`src/rtl/mult8_seq_ctrl.sv`:
```
// mult8_seq_ctrl: 8x8 unsigned multiply sequenced over a shared 4x4 core.
// Optional feature macro: MULT_SEQ_ZERO_SKIP_EN (zero operands bypass the core).
module mult8_seq_ctrl #(
    parameter int CORE_LAT = 0
) (
    input  logic        clk,
    input  logic        rst_n,
    input  logic        in_valid,
    output logic        in_ready,
    input  logic [7:0]  in_a,
    input  logic [7:0]  in_b,
    output logic [3:0]  core_a,
    output logic [3:0]  core_b,
    input  logic [7:0]  core_prod,
    output logic        out_valid,
    input  logic        out_ready,
    output logic [15:0] out_prod,
    output logic        busy
);

    typedef enum logic [1:0] {
        S_IDLE,
        S_MUL,
        S_DONE
    } state_t;

    state_t      r_state;
    state_t      w_next;
    logic [7:0]  r_a;
    logic [7:0]  r_b;
    logic [15:0] r_acc;
    logic [15:0] r_prod;
    logic [1:0]  r_step;
    logic        r_lat;
    logic        w_last;
    logic [15:0] w_pp;
    logic [15:0] w_sum;

`ifdef MULT_SEQ_ZERO_SKIP_EN
    logic w_zero;
    assign w_zero = (in_a == 8'h00) || (in_b == 8'h00);
`endif

    // Core output is only trusted on the final cycle of a step.
    assign w_last = (r_lat == 1'(CORE_LAT));
    assign w_sum  = r_acc + w_pp;

    assign in_ready  = (r_state == S_IDLE);
    assign out_valid = (r_state == S_DONE);
    assign busy      = (r_state != S_IDLE);
    assign out_prod  = r_prod;

    always_comb begin
        w_next = r_state;
        unique case (r_state)
            S_IDLE: begin
                if (in_valid) begin
`ifdef MULT_SEQ_ZERO_SKIP_EN
                    w_next = w_zero ? S_DONE : S_MUL;
`else
                    w_next = S_MUL;
`endif
                end
            end
            S_MUL: begin
                if (w_last && (r_step == 2'd3)) begin
                    w_next = S_DONE;
                end
            end
            S_DONE: begin
                if (out_ready) begin
                    w_next = S_IDLE;
                end
            end
            default: w_next = S_IDLE;
        endcase
    end

    // Nibbles stay at zero outside MUL so the core does not toggle.
    always_comb begin
        core_a = 4'h0;
        core_b = 4'h0;
        w_pp   = 16'h0000;
        if (r_state == S_MUL) begin
            unique case (r_step)
                2'd0: begin
                    core_a = r_a[3:0];
                    core_b = r_b[3:0];
                    w_pp   = {8'h00, core_prod};
                end
                2'd1: begin
                    core_a = r_a[7:4];
                    core_b = r_b[3:0];
                    w_pp   = {4'h0, core_prod, 4'h0};
                end
                2'd2: begin
                    core_a = r_a[3:0];
                    core_b = r_b[7:4];
                    w_pp   = {4'h0, core_prod, 4'h0};
                end
                default: begin
                    core_a = r_a[7:4];
                    core_b = r_b[7:4];
                    w_pp   = {core_prod, 8'h00};
                end
            endcase
        end
    end

    always_ff @(posedge clk or negedge rst_n) begin
        if (!rst_n) begin
            r_state <= S_IDLE;
            r_a     <= 8'h00;
            r_b     <= 8'h00;
            r_acc   <= 16'h0000;
            r_prod  <= 16'h0000;
            r_step  <= 2'd0;
            r_lat   <= 1'b0;
        end else begin
            r_state <= w_next;
            if ((r_state == S_IDLE) && in_valid) begin
                r_a    <= in_a;
                r_b    <= in_b;
                r_acc  <= 16'h0000;
                r_step <= 2'd0;
                r_lat  <= 1'b0;
`ifdef MULT_SEQ_ZERO_SKIP_EN
                if (w_zero) begin
                    r_prod <= 16'h0000;
                end
`endif
            end
            if (r_state == S_MUL) begin
                if (w_last) begin
                    r_acc  <= w_sum;
                    r_step <= r_step + 2'd1;
                    r_lat  <= 1'b0;
                    if (r_step == 2'd3) begin
                        r_prod <= w_sum;
                    end
                end else begin
                    r_lat <= r_lat + 1'b1;
                end
            end
        end
    end

endmodule

```
`config.mk`:
```
export PLATFORM = sky130hd
export DESIGN_NAME = mult8_seq_ctrl
export DESIGN_NICKNAME = d
export VERILOG_FILES = /design/src/rtl/mult8_seq_ctrl.sv
export SDC_FILE = /design/constraint.sdc
export NUM_CORES = 1
export LEC_CHECK = 0
export ABC_CLOCK_PERIOD_IN_PS = 3600
export BUFFER_PORTS_ARGS = -buffer_cell sky130_fd_sc_hd__buf_4
export CAP_MARGIN = 20
export CORE_MARGIN = 8
export CORE_UTILIZATION = 45
export DETAILED_ROUTE_END_ITERATION = 8
export GPL_TIMING_DRIVEN = 0
export PLACE_DENSITY = 0.67
export SLEW_MARGIN = 5
export SYNTH_ARGS = -nofsm -noshare
export SYNTH_HDL_FRONTEND = slang
export SYNTH_SLANG_ARGS = --single-unit
```
`constraint.sdc`:
```
create_clock -name clk -period 3.6 [get_ports clk]
set_input_delay 0.72 -clock clk [delete_from_list [all_inputs] [get_ports clk]]
set_output_delay 0.72 -clock clk [all_outputs]
set_load 0.01 [all_outputs]
```
# After elaboration in Yosys (flattened, before gate mapping)
# Index checks and enable logic that the tools add are counted.
# word_totals
reg_bits,53
in_bits,28
out_inout_bits,27
elab_cells,49
# op_classes
add_sub_neg,3
eq_ne,8
n_mux,19
bitwise_logic,1
n_reduce_logical,11
# op_table
op,count
16-bit two-way mux,4
16-bit case mux with 2 select lines,1
16-bit adder,1
4-bit two-way mux,4
2-bit two-way mux,6
2-bit == test (second input constant),3
2-bit case mux with 3 select lines,1
3-bit AND reduction,2
2-bit OR reduction,3
2-bit by 1-bit == test with 1-bit output (second input constant),2
2-bit zero test,2
2-bit inequality test (second input constant),2
2-bit nonzero test,2
1-bit two-way mux,3
2-bit by 1-bit adder with 2-bit output (second input constant),1
1-bit logical AND,2
2-bit by 1-bit inequality test with 1-bit output (second input constant),1
1-bit adder (second input constant),1
1-bit NOT,1

# Longest topological paths before layout
# Gate-level depths: netlist of the first run.
# logic_depth
depth_word,7
depth_mapped,12
mapped_depth_nobuf,11

# Worst setup path before layout of the first run
# OpenSTA, ideal clock, no wires.
# synth_path
path_type,register -> register
startpoint,reg r_step[0]
endpoint,reg r_acc[8]
setup_ps,132
arrival_time_ps,2633
required_ps,3468
slack_ps,835
path_stages_with_launch,12
path_buffers,1
period_less_slack_ps,2765
path_cell_list,dfrtp_1 > inv_1 > ha_1 > clkbuf_1 > and3_1 > ha_1 > fa_1 > a21o_1 > a221o_1 > a31oi_1 > xor2_1 > o21ai_1
# synth_between
elab_chain_cells,7
word_cells_on_any_way,9
classes_between,1 x add/sub; 2 x eq/ne; 4 x mux; 2 x reduce/logical
# synth_lines
item,line_no,source
start: declaration,33,logic [1:0] r_step;
start signal: assignment,136,r_step <= r_step + 2'd1;
2-bit == test / 2-bit by 1-bit == test with 1-bit output (equally long branches),85,unique case (r_step)
2-bit OR reduction (no line),--,
16-bit case mux with 2 select lines *,85,
16-bit two-way mux *,84,if (r_state == S_MUL) begin
16-bit adder *,46,assign w_sum = r_acc + w_pp;
16-bit two-way mux *,134,if (w_last) begin
16-bit two-way mux *,133,if (r_state == S_MUL) begin
end signal: assignment,135,r_acc <= w_sum;
end: declaration,31,logic [15:0] r_acc;
# Every way passes the cells marked *; elsewhere a longest branch is shown, timed or not.
# A chain may end at the register's enable or synchronous reset.

# Final worst setup path of the first run
# layout_path
startpoint,reg r_step[0]
endpoint,reg r_prod[15] (netlist: out_prod[15])
# layout_between
elab_chain_cells,5
word_cells_on_any_way,9
classes_between,1 x add/sub; 3 x eq/ne; 2 x mux; 3 x reduce/logical
# layout_lines
item,line_no,source
2-bit == test / 2-bit by 1-bit == test with 1-bit output (equally long branches),85,
2-bit OR reduction (no line),--,
16-bit case mux with 2 select lines,85,
16-bit two-way mux,84,
16-bit adder,46,
end signal: assignment,139,r_prod <= w_sum;
end: declaration,32,logic [15:0] r_prod;
# Parallel ways exist; a longest one is shown, timed or not.

==> impl_metrics.csv, run 1 <==
group,metric,value,unit
run_status,status,"finished clean",
power_and_ir_drop,leakage,0.00176,uW
synth,ys_seq_area_share,42.6,%
timing,slew_viol_final,0,
finish,syn_to_final_growth,20.2,%
timing,fmax,0.301,GHz
drt,wl_per_cell,16.9,um
synth,ys_ff_latch,52,
drt,drc,0,
synth,avgSynthCellArea,9.28,um2
critical_path,path_delay_family,"compound AO/OA/AOI/OAI gates",
cts,max-clock-path-buffers,2,
global_route,grt-ovfl-total,0,
floorplan,initial_utilization,45.7,%
synth,synth-async-reset-ratio,100,%
cts,cts_resized,0,
drt,drt-initial-drc-count,161,
power_and_ir_drop,p_per_area,929,nW/um2
hold_path,hold_path.class,"in -> async",
cts,cts_tree,"built",
critical_path,required,3800,ps
cts,cts_setup_buffers,0,
cts,postCtsHoldBufs,0,
cts,numCtsBuffers,5,
critical_path,slowest_stage,"dfrtp_1",
critical_path,critPathKind,"reg -> reg",
timing,fin_ws,273,ps
timing,tightest_slew,723,ps
placed_design,place_inst,463,
flow_run,maxCapViolCount,0,
critical_path,crit_path_end_kind,"flop",
drt,vias_per_cell,5.66,
floorplan,ios,55,
timing,fin_worst_skew,6.91,ps
synth,synthesis.area,3050,um2
timing,setup_violations,0,
floorplan,dieWidth,98.4,um
critical_path,crit_chain,"inv_1 -> ha_1 -> clkbuf_1 -> a22oi_1 -> nor3_1 -> ha_1 -> buf_2 -> a21oi_1 -> o211ai_1 -> a22oi_1 -> mux2i_1 -> nand3_1",
timing,tns,0,ps
critical_path,reg2reg_slack,270,ps
drt,ant_nets,0,
floorplan,core_area,6680,um2
critical_path,max_stage_delay,430,ps
critical_path,crit_fanout,10,
placed_design,place_ws,344,ps
finish,nets,438,
global_route,grt_max_degree,53,
cts,clock-sinks,52,
finish,final_cells,471,
global_route,antenna_found_initial,0,
synth,synth_nets,377,
placed_design,dp_hpwl,6130,um
power_and_ir_drop,ir_drop,0.000394,V
floorplan,placementRows,30,
timing,finalCritPeriodShare,92.4,%
drt,firstDrtPassIters,4,
drt,vias,2667,
synth,ys_warn_count,0,
critical_path,ff2ff_path_depth,12,
synth,synth_edf_count,0,
global_route,grt_usage,16.9,%
cts,htree_num_levels,2,
synth,synth-main-ff-cell,"dfrtp_1",
cts,clk_latency,310,ps
finish,finish.utilization,54.9,%
synth,ys_types,40,
floorplan,die-area,9670,um2
global_route,grt_pass1_vias,2634,
critical_path,reg2reg_from,"r_step[0]",
timing,hold_violations,0,
placed_design,portBuffers,54,
global_route,grt_pass1_wl,13300,um
critical_path,r2r-end,"out_prod[15]",
critical_path,cp.buffers_inverters,3,
synth,synthCells,329,
placed_design,gp_congestion,0.891,
timing,period_needed,3330,ps
finish,drive_gt1_share,18.7,%
floorplan,fp.dieH,98.4,um
cts,clkTransAtPathRegs,100,ps
critical_path,critPathLaunchType,"flop",
cts,root_buffer,"clkbuf_8",
timing,maxSlewHeadroom,51.8,%
finish,diodes,0,
critical_path,arrival,3520,ps
timing,grt_setup_unrepaired,"no",
drt,routed_wl,7970,um
critical_path,cp.depth,12,
==> how the worst max path moves through the flow <==
| stage | startpoint | end | slack [ps] |
|---|---|---|---|
| CTS | r_step[0] | out_prod[15] | 310 |
| global placement | r_step[0] | out_prod[15] | 390 |
| global route | r_step[0] | out_prod[15] | 20 |
| detailed placement | r_step[0] | out_prod[15] | 340 |
| floorplan | r_step[0] | r_acc[8] | 840 |
| finish | r_step[0] | out_prod[15] | 270 |
==> placed cells by master (no fill, tap or decap), drive strengths merged, types with 6 or more instances in the layout <==
master and instances:
and3 9, dfrtp 52, clkbuf 17, xor2 7
a22oi 9, buf 58, nand3 14, mux2 18
nor3 7, a21oi 24, o31ai 6, nor2 12
o21ai 38, inv 7, nand2 47, ha 19
==> metrics by stage <==
| step | hold WS (ps) | cell area, um2 | total power (uW) |
|---|---|---|---|
| after floorplan | 424 | 3050 | 2330 |
| after global placement | 467 | 3560 | 2980 |
| after detailed placement | 475 | 3560 | 3020 |
| after CTS | 456 | 3670 | 3440 |
| after global routing | 477 | 3670 | 3700 |
| final | 433 | 3670 | 3410 |
==> synth_stat cells, types with 3 or more instances <==
| cell | count | area [um2] |
|---|---|---|
| xnor2_1 | 4 | 35.0 |
| nand4_1 | 5 | 31.3 |
| a21o_1 | 5 | 37.5 |
| ha_1 | 19 | 238 |
| a22oi_1 | 9 | 67.6 |
| a211oi_1 | 3 | 22.5 |
| nor3_1 | 7 | 35.0 |
| buf_2 | 3 | 15.0 |
| dfrtp_1 | 52 | 1300 |
| mux2_1 | 11 | 124 |
| nand2_1 | 47 | 176 |
| inv_1 | 7 | 26.3 |
| and3_1 | 9 | 56.3 |
| o21ai_1 | 26 | 130 |
| a21oi_1 | 24 | 120 |
| o31ai_1 | 6 | 45.0 |
| o21ai_0 | 12 | 60.1 |
| nor2b_1 | 3 | 18.8 |
| xor2_1 | 7 | 61.3 |
| mux2_2 | 7 | 78.8 |
| nand3_1 | 14 | 70.1 |
| nor2_1 | 12 | 45.0 |
| a31oi_1 | 3 | 18.8 |
| clkbuf_1 | 12 | 45.0 |
==> routing by layer <==
metal  wire length (um)  track usage (%)
met2               3830             26.9
met1               3630             22.5
met3                448             3.70
met5                  0                0
met4                 72             4.60
==> where the power goes <==
part | switching [uW] | leakage (uW) | internal, uW
Combinational | 1190 | 0.00105 | 801
Sequential | 156 | 0.000654 | 853
Clock | 199 | 0.0000541 | 206
Total | 1550 | 0.00176 | 1860
==> state kept, by name, indices dropped and copies added, names as in the netlist <==
name	cells
r_acc	16
r_a	8
r_state	2
r_step	2
out_prod	16
r_b	8
==> logic make-up (layout without fill, tap and decap cells) <==
group	after synthesis	in the layout	share of synthesized area (%)
simple gates	105	105	16.2
compound gates	98	98	19.4
flops	52	52	42.6
buf+inv	23	85	2.95
fa+ha+maj	20	20	8.45
mux	20	20	7.30
xor+xnor	11	11	3.16
==> area by class of cell <==
type | count | area [um2]
fillers | 645 | 3010
multi-input cells | 254 | 1660
flip-flops and latches | 52 | 1300
repair buffers | 54 | 405
well taps | 80 | 100
clock buffers | 5 | 68.8
plain buffers | 16 | 63.8
clock inverters | 3 | 42.5
inverters | 7 | 26.3
No activity file was read; power rests on OpenSTA's default activity.
==> inputs of run 2 (changes only) <==
--- a/config.mk
+++ b/config.mk
@@ -6,7 +6,7 @@
 export NUM_CORES = 1
 export LEC_CHECK = 0
 export ABC_CLOCK_PERIOD_IN_PS = 3600
-export BUFFER_PORTS_ARGS = -buffer_cell sky130_fd_sc_hd__buf_4
+export BUFFER_PORTS_ARGS = -buffer_cell sky130_fd_sc_hd__buf_2
 export CAP_MARGIN = 20
 export CORE_MARGIN = 8
 export CORE_UTILIZATION = 45
==> impl_metrics.csv, run 2 (same netlist as run 1, synthesis figures left out) <==
group,metric,value,unit
timing,tns,0,ps
finish,layout_commonest_cell,"buf_2",
floorplan,die-area,9670,um2
finish,diodes,0,
power_and_ir_drop,leakage,0.00174,uW
power_and_ir_drop,clkPwrFrac,12.9,%
drt,drc,0,
timing,hold_violations,0,
power_and_ir_drop,combinationalPowerShare,57.1,%
finish,nets,439,
global_route,antenna_found_initial,0,
hold_path,hold_path.class,"in -> async",
cts,cts_tree,"built",
timing,grt_setup_unrepaired,"no",
floorplan,placementRows,30,
global_route,grt_max_degree,33,
critical_path,required,3790,ps
critical_path,crit_fanout,10,
run_status,status,"finished clean",
timing,fin_worst_skew,9.81,ps
global_route,grt_pass1_wl,13800,um
timing,period_needed,3250,ps
drt,routed_wl,8070,um
floorplan,dieWidth,98.4,um
placed_design,dp_hpwl,6190,um
timing,finalCritPeriodShare,90.3,%
power_and_ir_drop,p_per_area,938,nW/um2
critical_path,critPathLaunchType,"flop",
timing,fmax,0.308,GHz
power_and_ir_drop,internal-power,1790,uW
power_and_ir_drop,switching_power,1550,uW
global_route,grt_usage,17.5,%
finish,drive_gt1_share,18.9,%
critical_path,crit_path_end_kind,"flop",
placed_design,gp_congestion,0.896,
cts,max-clock-path-buffers,2,
power_and_ir_drop,p_seq_share,30.0,%
timing,slew_viol_final,0,
cts,clk_latency,310,ps
cts,cts_setup_buffers,0,
timing,tightest_slew,748,ps
cts,clkTransAtPathRegs,100,ps
cts,clock-sinks,52,
floorplan,initial_utilization,45.7,%
cts,htree_num_levels,2,
drt,firstDrtPassIters,4,
drt,drt-initial-drc-count,158,
power_and_ir_drop,sw_frac_of_total,46.4,%
cts,cts_resized,0,
floorplan,fp.dieH,98.4,um
timing,whs,352,ps
drt,wl_per_cell,17.1,um
drt,ant_nets,0,
finish,final_cell_mix,"57 x buf_2, 52 x dfrtp_1, 47 x nand2_1, 26 x o21ai_1, 24 x a21oi_1",
timing,setup_violations,0,
timing,maxSlewHeadroom,50.1,%
cts,root_buffer,"clkbuf_8",
placed_design,portBuffers,54,
floorplan,core_area,6680,um2
critical_path,arrival,3440,ps
finish,num-fill-cells,645,
finish,syn_to_final_growth,16.8,%
drt,vias,2691,
cts,numCtsBuffers,5,
flow_run,maxCapViolCount,0,
power_and_ir_drop,ir_drop,0.000395,V
global_route,grt-ovfl-total,0,
floorplan,ios,55,
global_route,grt_pass1_vias,2781,
cts,postCtsHoldBufs,0,
drt,vias_per_cell,5.70,
critical_path,critPathKind,"reg -> reg",
==> run 2: changes by cell type in the layout (fill, tap and decap cells not counted), sizes merged <==
cell	delta
clkbuf	+1
buf	+1
clkinvlp	-1
==> run 2: worst paths after layout <==
| check | cells after the start | end | from | slack [ps] |
|---|---|---|---|---|
| setup / recovery | 12 | out_prod[15] | r_step[0] | 350 |
| hold / removal | 1 | out_prod[6] | rst_n | 350 |
| setup reg to reg | 12 | out_prod[15] | r_step[0] | 350 |
| hold reg to reg | 2 | out_prod[14] | out_prod[14] | 490 |
| max in group asynchronous | 2 | r_b[4] | rst_n | 2700 |
| min in group clk | 2 | out_prod[14] | out_prod[14] | 490 |
==> run 2: final cells by class <==
cell class,count,area (um2),share of cell area (%)
sequential,52,1300,36.5
inverter,7,26.3,0.737
buffer,16,63.8,1.79
multi-input combinational,254,1660,46.6
clock inverter,2,38.8,1.09
timing repair buffer,55,290,8.15
clock buffer,6,82.6,2.32
tap,80,100,2.81
==> run 2: power groups by stage <==
stage / logic, uW / registers (uW) / clock network [uW]
after detailed placement: 1910 / 1010 / 0
after global routing: 2160 / 1040 / 458
after global placement: 1870 / 1000 / 0
after floorplan: 1310 / 1020 / 0
final: 1910 / 1000 / 431
after CTS: 1920 / 1000 / 440
==> run 2: critical path, cell delays in order, from the launching register on <==
cell and delay (ps):
dfrtp_1 430, inv_1 100, ha_1 320, clkbuf_1 340, a22oi_1 110, nor3_1 170
ha_1 270, buf_2 190, a21oi_1 320, o211ai_1 210, a22oi_1 340, mux2i_1 250
nand3_1 90
==> run 2: stage by stage <==
| step | setup slack (ps) | total power, uW | cells | cell area [um2] | util (%) |
|---|---|---|---|---|---|
| final | 348 | 3340 | 472 | 3560 | 53.3 |
| after global routing | 160 | 3660 | 472 | 3560 | 53.3 |
| after CTS | 358 | 3360 | 472 | 3560 | 53.3 |
| after detailed placement | 376 | 2920 | 464 | 3440 | 51.5 |
| after global placement | 428 | 2870 | 463 | 3420 | 51.2 |
| after floorplan | 835 | 2330 | 329 | 3050 | - |
==> run 2: per-layer routing <==
metal	vias up	wire (um)	track usage, %
li1	1313	-	-
met1	1316	3850	23.3
met2	52	3780	28.2
met3	10	304	2.42
met4	0	138	6.38
met5	-	0	0
==> inputs of run 3 (changes only) <==
--- a/config.mk
+++ b/config.mk
@@ -5,14 +5,14 @@
 export SDC_FILE = /design/constraint.sdc
 export NUM_CORES = 1
 export LEC_CHECK = 0
-export ABC_CLOCK_PERIOD_IN_PS = 3600
+export ABC_CLOCK_PERIOD_IN_PS = 3800
 export BUFFER_PORTS_ARGS = -buffer_cell sky130_fd_sc_hd__buf_2
 export CAP_MARGIN = 20
 export CORE_MARGIN = 8
 export CORE_UTILIZATION = 45
 export DETAILED_ROUTE_END_ITERATION = 8
 export GPL_TIMING_DRIVEN = 0
-export PLACE_DENSITY = 0.67
+export PLACE_DENSITY = 0.68
 export SLEW_MARGIN = 5
 export SYNTH_ARGS = -nofsm -noshare
 export SYNTH_HDL_FRONTEND = slang
==> constraint.sdc (replaced) <==
create_clock -name clk -period 3.8 [get_ports clk]
set_input_delay 0.76 -clock clk [delete_from_list [all_inputs] [get_ports clk]]
set_output_delay 0.76 -clock clk [all_outputs]
set_load 0.01 [all_outputs]
==> impl_metrics.csv, run 3 (same netlist as run 1, synthesis figures left out) <==
group,metric,value,unit
floorplan,die-area,9670,um2
drt,firstDrtPassIters,4,
power_and_ir_drop,ir_drop,0.000367,V
floorplan,dieWidth,98.4,um
global_route,grt_usage,16.8,%
cts,clk_latency,310,ps
timing,maxSlewHeadroom,50.0,%
global_route,grt_pass1_vias,2702,
critical_path,crit_fanout,10,
cts,clock-sinks,52,
timing,grt_setup_unrepaired,"no",
finish,nets,439,
flow_run,maxCapViolCount,0,
drt,wl_per_cell,16.7,um
timing,tightest_slew,750,ps
finish,final_cell_mix,"57 x buf_2, 52 x dfrtp_1, 47 x nand2_1, 26 x o21ai_1, 24 x a21oi_1",
cts,cts_setup_buffers,0,
floorplan,placementRows,30,
finish,diodes,0,
placed_design,gp_congestion,0.907,
global_route,grt-ovfl-total,0,
cts,max-clock-path-buffers,2,
cts,htree_num_levels,2,
finish,layout_commonest_cell,"buf_2",
power_and_ir_drop,leakage,0.00173,uW
timing,period_needed,3310,ps
hold_path,hold_path.class,"in -> async",
placed_design,portBuffers,54,
cts,clkTransAtPathRegs,100,ps
critical_path,arrival,3510,ps
global_route,grt_max_degree,33,
finish,drive_gt1_share,18.9,%
critical_path,critPathLaunchType,"flop",
global_route,antenna_found_initial,0,
timing,setup_violations,0,
drt,routed_wl,7870,um
cts,numCtsBuffers,5,
cts,cts_tree,"built",
floorplan,core_area,6680,um2
drt,ant_nets,0,
timing,finalCritPeriodShare,87.0,%
critical_path,ff2ff_path_depth,12,
cts,cts_resized,0,
timing,slew_viol_final,0,
timing,fmax,0.302,GHz
cts,postCtsHoldBufs,0,
critical_path,required,4010,ps
finish,syn_to_final_growth,15.8,%
timing,tns,0,ps
drt,vias,2684,
timing,fin_worst_skew,3.43,ps
global_route,grt_pass1_wl,13200,um
critical_path,crit_path_end_kind,"flop",
drt,vias_per_cell,5.69,
power_and_ir_drop,p_per_area,869,nW/um2
finish,finish.utilization,52.9,%
critical_path,critPathKind,"reg -> reg",
cts,root_buffer,"clkbuf_8",
timing,hold_violations,0,
run_status,status,"finished clean",
floorplan,ios,55,
drt,drc,0,
floorplan,initial_utilization,45.7,%
drt,drt-initial-drc-count,136,
floorplan,fp.dieH,98.4,um
placed_design,dp_hpwl,6110,um
-- run 3: changes by cell type in the layout (fill, tap and decap cells not counted), sizes merged --
| cell | previous run | this run |
|---|---|---|
| clkinv | 1 | 2 |
| inv | 7 | 8 |
| clkbuf | 18 | 17 |
| bufinv | 1 | 0 |
-- run 3: power by group --
group | leakage, uW | internal (uW) | total (uW) | switching [uW]
sequential | 0.000654 | 807 | 947 | 140
combinational | 0.00103 | 674 | 1800 | 1120
clock | 0.0000485 | 132 | 329 | 196
-- run 3: final cells by class --
| class | instances | area [um2] |
|---|---|---|
| plain buffers | 16 | 63.8 |
| multi-input cells | 254 | 1660 |
| clock buffers | 5 | 68.8 |
| flip-flops and latches | 52 | 1300 |
| repair buffers | 55 | 290 |
| well taps | 80 | 100 |
| fillers | 654 | 3150 |
| clock inverters | 3 | 22.5 |
| inverters | 7 | 26.3 |
-- run 3: stage by stage --
stage	std cells	cell area, um2	setup slack (ps)	hold WS, ps	power [uW]
3_5_place_dp	464	3440	543	465	2760
2_1_floorplan	329	3050	1040	455	2210
5_1_grt	472	3530	263	420	3370
6_report	472	3530	494	391	3070
3_3_place_gp	463	3420	587	458	2720
4_1_cts	472	3530	508	408	3090
-- run 3: routing by layer --
layer	global-route usage, %	routed length (um)	vias to the layer above
met5	0	0	-
li1	-	-	1318
met4	5.31	116	0
met1	22.0	3560	1285
met2	26.4	3710	68
met3	4.27	480	13
-- run 3: final timing paths --
path	slack, ps	startpoint	end
worst max-delay path	490	r_step[0]	out_prod[15]
worst min-delay path	390	rst_n	out_prod[6]
worst max register to register	490	r_step[0]	out_prod[15]
worst min register to register	480	out_prod[9]	out_prod[9]
max in group asynchronous	2870	rst_n	r_b[7]
min in group clk	480	out_prod[9]	out_prod[9]
-- run 3: worst max-delay path, cell delays in order (launching register included) --
cell      delay [ps]
dfrtp_1          450
inv_1            120
ha_1             330
clkbuf_1         340
a22oi_1          110
nor3_1           200
ha_1             280
buf_2            190
a21oi_1          320
o211ai_1         220
a22oi_1          330
mux2i_1          230
nand3_1           80
